**config.mk**
```make
export PLATFORM = sky130hd
export DESIGN_NAME = st_backend_ctrl_store
export DESIGN_NICKNAME = d
export VERILOG_FILES = /design/src/rtl/st_backend_ctrl_store.sv
export SDC_FILE = /design/constraint.sdc
export NUM_CORES = 1
export LEC_CHECK = 0
export BUFFER_PORTS_ARGS = -buffer_cell sky130_fd_sc_hd__buf_2
export CAP_MARGIN = 30
export CORE_MARGIN = 2
export CORE_UTILIZATION = 36
export DETAILED_ROUTE_END_ITERATION = 7
export GPL_TIMING_DRIVEN = 0
export SLEW_MARGIN = 25
export SYNTH_ARGS = -nofsm -noshare
export SYNTH_HDL_FRONTEND = slang
export SYNTH_SLANG_ARGS = --single-unit
```
**constraint.sdc**
```tcl
create_clock -name clock -period 2.4 [get_ports clock]
set_input_delay 0.12 -clock clock [delete_from_list [all_inputs] [get_ports clock]]
set_output_delay 0.12 -clock clock [all_outputs]
set_load 0.03 [all_outputs]
```
**src/rtl/st_backend_ctrl_store.sv**
```systemverilog
// Store-side back-end controller: takes R-Config words, one attribute word and
// a payload from the link, and turns the payload into paced memory writes.
module st_backend_ctrl_store #(
   parameter int WIDTH_DATA = 32,
   parameter int WIDTH_LEN  = 16,
   parameter int NUM_RCFG   = 2,
   localparam int RCFG_W    = (NUM_RCFG > 1) ? $clog2(NUM_RCFG) : 1
) (
   input  logic                  clock,
   input  logic                  reset,
   input  logic                  I_Event_Store,
   input  logic                  is_Bypass,
   input  logic                  I_Valid,
   input  logic [WIDTH_DATA-1:0] I_Data,
   input  logic                  I_Stall,
   input  logic                  I_Term_AddrGen,
   output logic                  O_Nack,
   output logic                  O_Sleep,
   output logic                  O_Run,
   output logic                  O_Set_RConfig,
   output logic                  O_Load_RConfig,
   output logic [RCFG_W-1:0]     O_RCfg_Idx,
   output logic                  O_Set_AttribWord,
   output logic [WIDTH_LEN-1:0]  O_Length,
   output logic                  O_We,
   output logic [WIDTH_DATA-1:0] O_Wr_Data,
   output logic [WIDTH_LEN-1:0]  O_Count,
   output logic                  O_Tail_Store,
   output logic                  O_End_Store
);

   typedef enum logic [2:0] {
      ST_INIT       = 3'd0,
      ST_GET_RCFG   = 3'd1,
      ST_GET_ATTRIB = 3'd2,
      ST_STORE      = 3'd3,
      ST_TAIL       = 3'd4,
      ST_END        = 3'd5
   } state_t;

   localparam logic [WIDTH_LEN-1:0] LEN_ONE  = WIDTH_LEN'(1);
   localparam logic [RCFG_W-1:0]    IDX_ONE  = RCFG_W'(1);
   localparam logic [RCFG_W-1:0]    IDX_LAST = RCFG_W'(NUM_RCFG - 1);

   state_t                 state;
   state_t                 state_next;
   logic [WIDTH_LEN-1:0]   r_cnt;
   logic [RCFG_W-1:0]      r_rcfg_idx;
   logic [WIDTH_LEN-1:0]   r_length;
   logic                   nack;
   logic                   accept;
   logic                   last_beat;
   logic [WIDTH_LEN-1:0]   attrib_len;

   assign accept     = I_Valid & ~nack;
   assign last_beat  = accept && (r_cnt == r_length - LEN_ONE);
   assign attrib_len = I_Data[WIDTH_LEN-1:0];

   always_ff @(posedge clock or negedge reset) begin
      if (!reset) begin
         state <= ST_INIT;
      end else begin
         state <= state_next;
      end
   end

   // Counters and captured length; INIT clears per-block progress.
   always_ff @(posedge clock or negedge reset) begin
      if (!reset) begin
         r_cnt      <= '0;
         r_rcfg_idx <= '0;
         r_length   <= '0;
      end else begin
         case (state)
            ST_INIT: begin
               r_cnt      <= '0;
               r_rcfg_idx <= '0;
            end
            ST_GET_RCFG: begin
               if (accept) r_rcfg_idx <= r_rcfg_idx + IDX_ONE;
            end
            ST_GET_ATTRIB: begin
               if (accept) r_length <= attrib_len;
            end
            ST_STORE, ST_TAIL: begin
               if (accept) r_cnt <= r_cnt + LEN_ONE;
            end
            default: ;
         endcase
      end
   end

   always_comb begin
      state_next = state;
      case (state)
         ST_INIT: begin
            if (I_Event_Store) state_next = is_Bypass ? ST_GET_ATTRIB : ST_GET_RCFG;
         end
         ST_GET_RCFG: begin
            if (accept && (r_rcfg_idx == IDX_LAST)) state_next = ST_GET_ATTRIB;
         end
         ST_GET_ATTRIB: begin
            if (accept) state_next = (attrib_len == '0) ? ST_END : ST_STORE;
         end
         ST_STORE: begin
            // Completion takes priority over address-generator exhaustion.
            if (last_beat)           state_next = ST_END;
            else if (I_Term_AddrGen) state_next = ST_TAIL;
         end
         ST_TAIL: begin
            if ((r_cnt >= r_length) || last_beat) state_next = ST_END;
         end
         ST_END:  state_next = ST_INIT;
         default: state_next = ST_INIT;
      endcase
   end

   always_comb begin
      nack = 1'b1;
      case (state)
         ST_GET_RCFG, ST_GET_ATTRIB, ST_TAIL: nack = 1'b0;
         ST_STORE:                            nack = I_Stall;
         default:                             nack = 1'b1;
      endcase
   end

   always_comb begin
      O_Nack           = nack;
      O_Sleep          = (state == ST_INIT);
      O_Run            = (state == ST_STORE) || (state == ST_TAIL) || (state == ST_END);
      O_Set_RConfig    = (state == ST_GET_RCFG);
      O_Load_RConfig   = (state == ST_GET_RCFG) && accept;
      O_RCfg_Idx       = r_rcfg_idx;
      O_Set_AttribWord = (state == ST_GET_ATTRIB) && accept;
      O_Length         = r_length;
      O_We             = (state == ST_STORE) && accept;
      O_Wr_Data        = I_Data;
      O_Count          = r_cnt;
      O_Tail_Store     = (state == ST_TAIL);
      O_End_Store      = (state == ST_END);
   end

endmodule
```
[Word level (Yosys, flattened, before mapping)]
Index checks and enable logic that the tools add are counted.
Word-level totals
  bits in registers: 36
  output and inout port bits: 74
Operators by class
  $add $sub $neg: 3
  order comparisons: 1
  equality and inequality tests: 13
  muxes and demuxes: 14
  bitwise gates (word level): 2
  reduce and logical (&&, ||, !) cells: 18
Operator list (number)
  case mux 16 bit (2 select lines): 1
  2-to-1 mux 3 bit: 7
  adder 16 x 1 -> 16 bit, second input constant: 1
  == test 16 bit: 1
  >= comparator 16 bit: 1
  zero test 16 bit: 1
  2-to-1 mux 16 bit: 1
  subtractor 16 x 1 -> 16 bit, second input constant: 1
  case mux 3 bit (5 select lines): 1
  == test 3 x 2 -> 1 bit, second input constant: 2
  == test 3 bit, second input constant: 2
  inequality test 2 x 1 -> 1 bit, second input constant: 3
  inequality test 2 bit, second input constant: 3
  AND reduction 2 bit: 3
  logical AND 1 bit: 5
  AND reduction 5 bit: 1
  case mux 1 bit (2 select lines): 2
  nonzero test 2 bit: 2
  == test 3 x 1 -> 1 bit, second input constant: 1
  zero test 3 bit: 1
  logical OR 1 bit: 3
  inequality test 3 bit, second input constant: 1
  OR reduction 3 bit: 1
  2-to-1 mux 2 bit: 1
  other kinds (5): 5

[Longest topological paths before layout]
Gate-level depths: netlist (run 1).
  word-level depth: 9
  depth in mapped cells: 9

[Worst setup path after synthesis (run 1)]
OpenSTA, ideal clock, no wires.
  path type: register to register
  start point: reg r_length[1], in the netlist O_Length[1]
  end point: reg state[1]
  setup time: 126 ps
  arrival: 2445 ps
  data required time: 2274 ps
  setup slack: -171 ps
  cell stages (with the launch flop): 10
  buffers on the path: 0
  period minus slack after synthesis: 2571 ps
  path through: dfrtp_1 > inv_1 > ha_1 > nor4b_2 > nand2_1 > o311ai_2 > o22ai_1 > nor4_4 > nor2_1 > a221o_1
On the way
  word-level cells in the longest chain between the ends: 6
  elaborated cells between the ends (all ways): 10
  those cells by class: add/sub (1); order compare (1); eq/ne (3); mux (2); reduce/logical (3)
RTL lines
  from (decl): RTL line 49  | logic [WIDTH_LEN-1:0] r_length;
  from (signal assigned): RTL line 83  | if (accept) r_length <= attrib_len;
  subtractor 16 x 1 -> 16 bit: RTL line 56  | assign last_beat = accept && (r_cnt == r_length - LEN_ONE);
  == test 16 bit: RTL line 56
  logical AND 1 bit: RTL line 56
  logical OR 1 bit: RTL line 111  | if ((r_cnt >= r_length) || last_beat) state_next = ST_END;
  inequality test 2 x 1 -> 1 bit (no source line)
  AND reduction 5 bit (no source line)
  to (signal assigned): RTL line 63  | state <= state_next;
  to (decl): RTL line 45  | state_t state;
Several ways; a longest one is shown, not always the timed one.
A chain may end at the register's enable or synchronous reset.

[Final worst setup path (run 1)]
  start point: reg r_length[0], in the netlist O_Length[0]
  end point: reg state[1]
Same word-level chain as after synthesis.

==> results_dict.tcl, run 1 <==
set metrics [dict create \
    clockRootBuffer "clkbuf_8" \
    crit_type "reg2reg" \
    grt_max_degree 37 \
    hp-start "I_Data[3]" \
    fin_ws_ns -0.128 \
    ant_nets 0 \
    drive_gt1_share_pct 39.1 \
    power_w 0.00423 \
    drc 0 \
    grt_antenna_before_repair 0 \
    ys.flop_type "dfrtp_1" \
    fin_worst_skew_ns 0.00785 \
    arrival_ns 2.71 \
    stdcell_count 573 \
    grt_pass1_vias 2678 \
    nFillCells 775 \
    cts.sinks 36 \
    setup_tns_ns -0.336 \
    synth_cell_type_count 50 \
    start_util_pct 37.2 \
    status "finished, violations left" \
    cp_max_fo 3 \
    min_to "O_Length[3]$_DFFE_PN0P_" \
    detail_route.wl_per_cell_um 14.7 \
    dp.cells 547 \
    vdd_drop_max_v 0.000464 \
    synth_edf_count 0 \
    fmax_mhz 396 \
    vias 2906 \
    place_hpwl_mm 6.37 \
    path_clk_slew_ns 0.08 \
    final_cell_mix "buf_2, buf_4, nand2_1, dfrtp_1, inv_1" \
    maxSlewViolCount 0 \
    num_antenna_cells 0 \
    r2r_end "state[1]$_DFFE_PN0P_" \
    period_minus_slack_ns 2.53 \
    grt_pass1_wl_mm 13.2 \
    yosysSeqAreaShare_pct 31.2 \
    start_kind "register" \
    postSynthAreaPerCell_um2 8.29 \
    h-tree-depth 2 \
    grt_use_total_pct 19.2 \
    async_flop_share_pct 100 \
    final_common_cell "buf_2" \
    die_y_um 93.6 \
    synth_cells 349 \
    num_rows 32 \
    power_leakage_nw 1.94 \
    multi_input_area_um2 1740 \
    register_area_um2 908 \
    maxCapViolations 0 \
    worstReg2RegStart "O_Length[0]$_DFFE_PN0P_" \
    vias_per_cell 5.07 \
    grt_setup_unrepaired "true" \
    rrSetupSlack_ns -0.13 \
    hold_viol 0 \
    final_core_util_pct 50.5 \
    fp.coreArea_um2 7770 \
    gp_congestion 0.883 \
    dieArea_um2 8760 \
    dr.pass1.iters 4 \
    critPathCaptureType "register" \
    clockBufferDepth 2 \
    period_share_pct 105 \
    r2r_cells 8 \
    cts_buffers 5 \
    clk_latency_ns 0.29 \
    fin_nets 527 \
    cts_tree "yes" \
    grt-ovfl-total 0 \
    p_sw_share_pct 51.0 \
    drt_iter0_drc 124 \
    p_switching_w 0.00216 \
    syn2layout_area_growth_pct 35.5 \
    hold_depth 3 \
    syn_nets 406 \
    netlist_area_um2 2890 \
    p_seq_share_pct 25.3 \
    worstPathRequired_ns 2.58 \
    p_int_w 0.00207 \
    slew_headroom_pct 57.0 \
    place_ws_ns -0.445 \
    ys_ff_latch 36 \
    postRouteWirelength_mm 8.40 \
    p_clk_share_pct 10.9 \
    worstMarginPinSlew_ns 0.639 \
    setup_viol 3 \
    io_buffers 96 \
    io_pins 113 \
    synth_warnings 0 \
    p_comb_share_pct 63.8 \
    min_path_type "in2reg" \
    violations "negative setup slack" \
    die_w_um 93.6 \
    power_density_nw_per_um2 1080 \
]
power groups by stage:
stage	Combinational [W]	Sequential, W	Clock (W)
3_5_place_dp	0.00227	0.00109	0
4_1_cts	0.00243	0.00108	0.000469
6_report	0.00270	0.00107	0.000462
3_3_place_gp	0.00225	0.00108	0
5_1_grt	0.00294	0.00111	0.000486
2_1_floorplan	0.00141	0.00131	0
worst max-delay path: stages, from the launching register on:
cell	delay, ns
dfrtp_2	0.43
buf_12	0.13
or4_4	0.57
nor3_4	0.13
o2111a_1	0.19
nand4b_1	0.16
nor4_4	0.38
nor2_2	0.09
a221o_1	0.34
per-stage QoR:
stage	hold WS (ns)	cell area, um2
floorplan	-0.176	2910
global placement	0.282	3520
detailed placement	0.292	3530
CTS	0.0634	3720
global route	0.0815	3920
finish	0.0676	3920
Yosys cell counts (2+ instances only):
cell	n	area [um2]
nor2_1	22	82.6
nand4_1	7	43.8
o211a_1	2	20.0
clkbuf_1	10	37.5
a2111oi_0	2	17.5
nor4_1	7	43.8
mux2i_1	2	20.0
nor3b_1	3	22.5
and4_1	2	17.5
a31oi_1	2	12.5
xor2_1	11	96.3
o31a_1	2	17.5
o22ai_1	3	18.8
nor2b_1	3	18.8
nor3_1	11	55.1
a21o_1	2	15.0
a221o_1	2	20.0
o211ai_1	2	15.0
nor4_2	2	25.0
xnor2_1	15	131
nand2_1	36	135
dfrtp_1	36	901
and3_1	6	37.5
a211oi_1	2	15.0
nand3_1	10	50.1
ha_1	18	225
nand2b_1	6	37.5
buf_4	32	240
inv_1	29	109
o21ai_0	28	140
a21oi_1	11	55.1
or3_1	5	31.3
metal layers:
| layer | routed length, um | vias to the layer above | track usage, % |
|---|---|---|---|
| met3 | 602 | 12 | 3.14 |
| met5 | 0 | - | 0 |
| met4 | 120 | 0 | 5.43 |
| li1 | - | 1436 | - |
| met2 | 3690 | 116 | 30.3 |
| met1 | 3990 | 1342 | 27.3 |
registers in the layout, indices dropped and copies added, names as in the netlist:
name / flops
O_Count: 16
O_RCfg_Idx: 1
O_Length: 16
state: 3
worst max-delay path by stage:
| stage | start | endpoint |
|---|---|---|
| floorplan | O_Length[0]$_DFFE_PN0P_ | state[1]$_DFFE_PN0P_ |
| global placement | O_Length[3]$_DFFE_PN0P_ | state[0]$_DFFE_PN0P_ |
| detailed placement | O_Length[3]$_DFFE_PN0P_ | state[0]$_DFFE_PN0P_ |
| CTS | O_Length[0]$_DFFE_PN0P_ | state[1]$_DFFE_PN0P_ |
| global route | O_Length[0]$_DFFE_PN0P_ | state[0]$_DFFE_PN0P_ |
| finish | O_Length[0]$_DFFE_PN0P_ | state[1]$_DFFE_PN0P_ |
cell families after synthesis:
kind of cell	after synthesis	share of synthesized area, %
AO/OA/AOI/OAI	67	15.0
XOR/XNOR	26	7.88
adder cells (fa/ha/maj)	18	7.79
buffers and inverters	71	13.4
flip-flops	36	31.2
multiplexers	3	1.08
AND/OR/NAND/NOR	128	23.8
timing repair:
item,in CTS,in global routing
resized for setup,11,16
setup buffers,6,10
pin swaps,6,8
cloned,0,0
endpoints found under the hold margin,36,0
hold buffers,1,0
setup endpoints to repair,8,13
final cells by class:
cell class | instances | share of cell area (%)
well taps | 102 | 3.26
clock buffers | 8 | 2.30
plain buffers | 42 | 7.15
repair buffers | 114 | 16.9
inverters | 29 | 2.78
multi-input cells | 242 | 44.4
flip-flops and latches | 36 | 23.2
Power figures use the tool's default switching activity.
==> inputs of run 2 (changes only) <==
- CTS_BUF_LIST: not set -> sky130_fd_sc_hd__clkbuf_16
==> run 2 against run 1 <==
  * The flow still finishes with violations (negative setup slack)
  * Sequential cell count is the same
  * Combinational power is essentially flat
  * Setup slack worse by 0.0063 ns
  * Routed wire length up 0.93%
  * Hold slack improved by 0.011 ns
  * Register-to-register slack barely moved
  * Cell area rose by 1.1%
  * Critical path type unchanged
  * Largest power group unchanged
==> results_dict.tcl, run 2 (synthesis results as in run 1) <==
set metrics [dict create \
    clk_latency_ns 0.28 \
    place_hpwl_mm 6.37 \
    syn2layout_area_growth_pct 37.0 \
    cts_buffers 5 \
    dieArea_um2 8760 \
    hold_viol 0 \
    start_util_pct 37.2 \
    crit_start "O_Length[0]$_DFFE_PN0P_" \
    final_common_cell "buf_2" \
    h-tree-depth 2 \
    clockRootBuffer "clkbuf_16" \
    grt_max_degree 37 \
    die_y_um 93.6 \
    worstReg2RegStart "O_Length[0]$_DFFE_PN0P_" \
    maxSlewViolCount 0 \
    setup_tns_ns -0.334 \
    crit_cells 8 \
    hp-start "I_Data[3]" \
    setup_viol 3 \
    arrival_ns 2.70 \
    max_stage_delay_ns 0.56 \
    grt_pass1_wl_mm 13.2 \
    ant_nets 0 \
    worstPathRequired_ns 2.57 \
    dp.cells 547 \
    fin_nets 527 \
    period_share_pct 106 \
    cts.sinks 36 \
    fin_worst_skew_ns 0.00612 \
    holdWs_ns 0.0783 \
    power_leakage_nw 1.97 \
    crit_end "state[1]$_DFFE_PN0P_" \
    crit_type "reg2reg" \
    path_clk_slew_ns 0.06 \
    critPathCaptureType "register" \
    min_path_type "in2reg" \
    cp_top_family "simple AND/OR/NAND/NOR gates" \
    slowest_stage "or4_4" \
    r2r_end "state[1]$_DFFE_PN0P_" \
    drc 0 \
    gp_congestion 0.883 \
    vias 2921 \
    grt_use_total_pct 19.3 \
    maxCapViolations 0 \
    num_antenna_cells 0 \
    grt_pass1_vias 2688 \
    cp_max_fo 3 \
    vdd_drop_max_v 0.000468 \
    clockBufferDepth 2 \
    io_pins 113 \
    final_core_util_pct 51.0 \
    status "finished, violations left" \
    fin_ws_ns -0.134 \
    grt_antenna_before_repair 0 \
    rrSetupSlack_ns -0.13 \
    io_buffers 96 \
    grt-ovfl-total 0 \
    dr.pass1.iters 4 \
    fp.coreArea_um2 7770 \
    final_cell_mix "buf_2, buf_4, nand2_1, dfrtp_1, inv_1" \
    r2r_cells 8 \
    vias_per_cell 5.10 \
    worstMarginPinSlew_ns 0.634 \
    cts_tree "yes" \
    path_cells "buf_12, or4_4, nor3_2, o2111a_1, nand4b_1, nor4_4, nor2_2, a221o_1" \
    num_rows 32 \
    crit_buf_inv 1 \
    period_minus_slack_ns 2.53 \
    postRouteWirelength_mm 8.48 \
    violations "negative setup slack" \
    grt_setup_unrepaired "true" \
    die_w_um 93.6 \
    detail_route.wl_per_cell_um 14.8 \
    power_w 0.00439 \
    drt_iter0_drc 111 \
    fmax_mhz 395 \
    drive_gt1_share_pct 38.4 \
    power_density_nw_per_um2 1110 \
    slew_headroom_pct 57.4 \
    start_kind "register" \
    stdcell_count 573 \
]
==> run 2: changes by cell type in the layout (fill, tap and decap cells not counted) <==
| cell | change |
|---|---|
| dfrtp_2 | -1 |
| nor3_2 | +1 |
| nor3_4 | -1 |
| clkbuf_1 | -2 |
| xnor2_2 | -1 |
| inv_1 | +2 |
| a2111oi_4 | +1 |
| xnor2_1 | +1 |
| a2111oi_2 | -1 |
| clkbuf_8 | -6 |
| clkbuf_16 | +5 |
| dfrtp_1 | +1 |
| clkinv_1 | +1 |
==> run 2: worst min path at each step <==
stage | cells after the start | slack [ns] | to
finish | 3 | 0.08 | O_Length[3]$_DFFE_PN0P_
global route | 3 | 0.1 | O_Length[11]$_DFFE_PN0P_
CTS | 3 | 0.08 | O_Length[15]$_DFFE_PN0P_
detailed placement | 1 | 0.29 | O_Length[7]$_DFFE_PN0P_
global placement | 1 | 0.28 | O_Count[7]$_DFFE_PN0P_
floorplan | 0 | -0.18 | O_Count[0]$_DFFE_PN0P_
==> run 2: per-layer routing <==
metal  part of all wire [%]  GRT usage, %
met1                     47          27.2
met5                      0             0
met2                     45          30.6
met3                    7.0          3.14
met4                    1.4          5.43
==> run 2: repair_timing <==
item | 4_1_cts | 5_1_grt
hold endpoints to repair | 32 | 0
pin swaps | 6 | 8
setup endpoints to repair | 8 | 13
resized for setup | 11 | 14
hold buffers | 1 | 0
buffers inserted | 5 | 11
==> run 2: tightest hold or removal path, stage by stage <==
cell,delay [ns]
buf_2,0.10
nand2_1,0.04
o21ai_0,0.06
==> run 2: layout make-up <==
type	count	area [um2]
well taps	102	128
clock buffers	5	125
repair buffers	114	663
inverters	29	109
multi-input cells	242	1740
flip-flops and latches	36	907
fillers	788	3800
plain buffers	42	280
clock inverters	3	11.3
==> run 2: metrics by stage <==
step           area [um2]  setup slack [ns]
2_1_floorplan        2910            0.0176
6_report             3960            -0.134
5_1_grt              3960            -0.224
4_1_cts              3760            -0.107
3_3_place_gp         3520            -0.437
3_5_place_dp         3530            -0.445
==> run 2: report_power, final <==
part	total [W]	switching (W)	internal [W]	leakage, nW
registers	0.00108	0.000291	0.000787	0.465
clock network	0.000625	0.000252	0.000374	0.0738
logic	0.00269	0.00164	0.00105	1.43
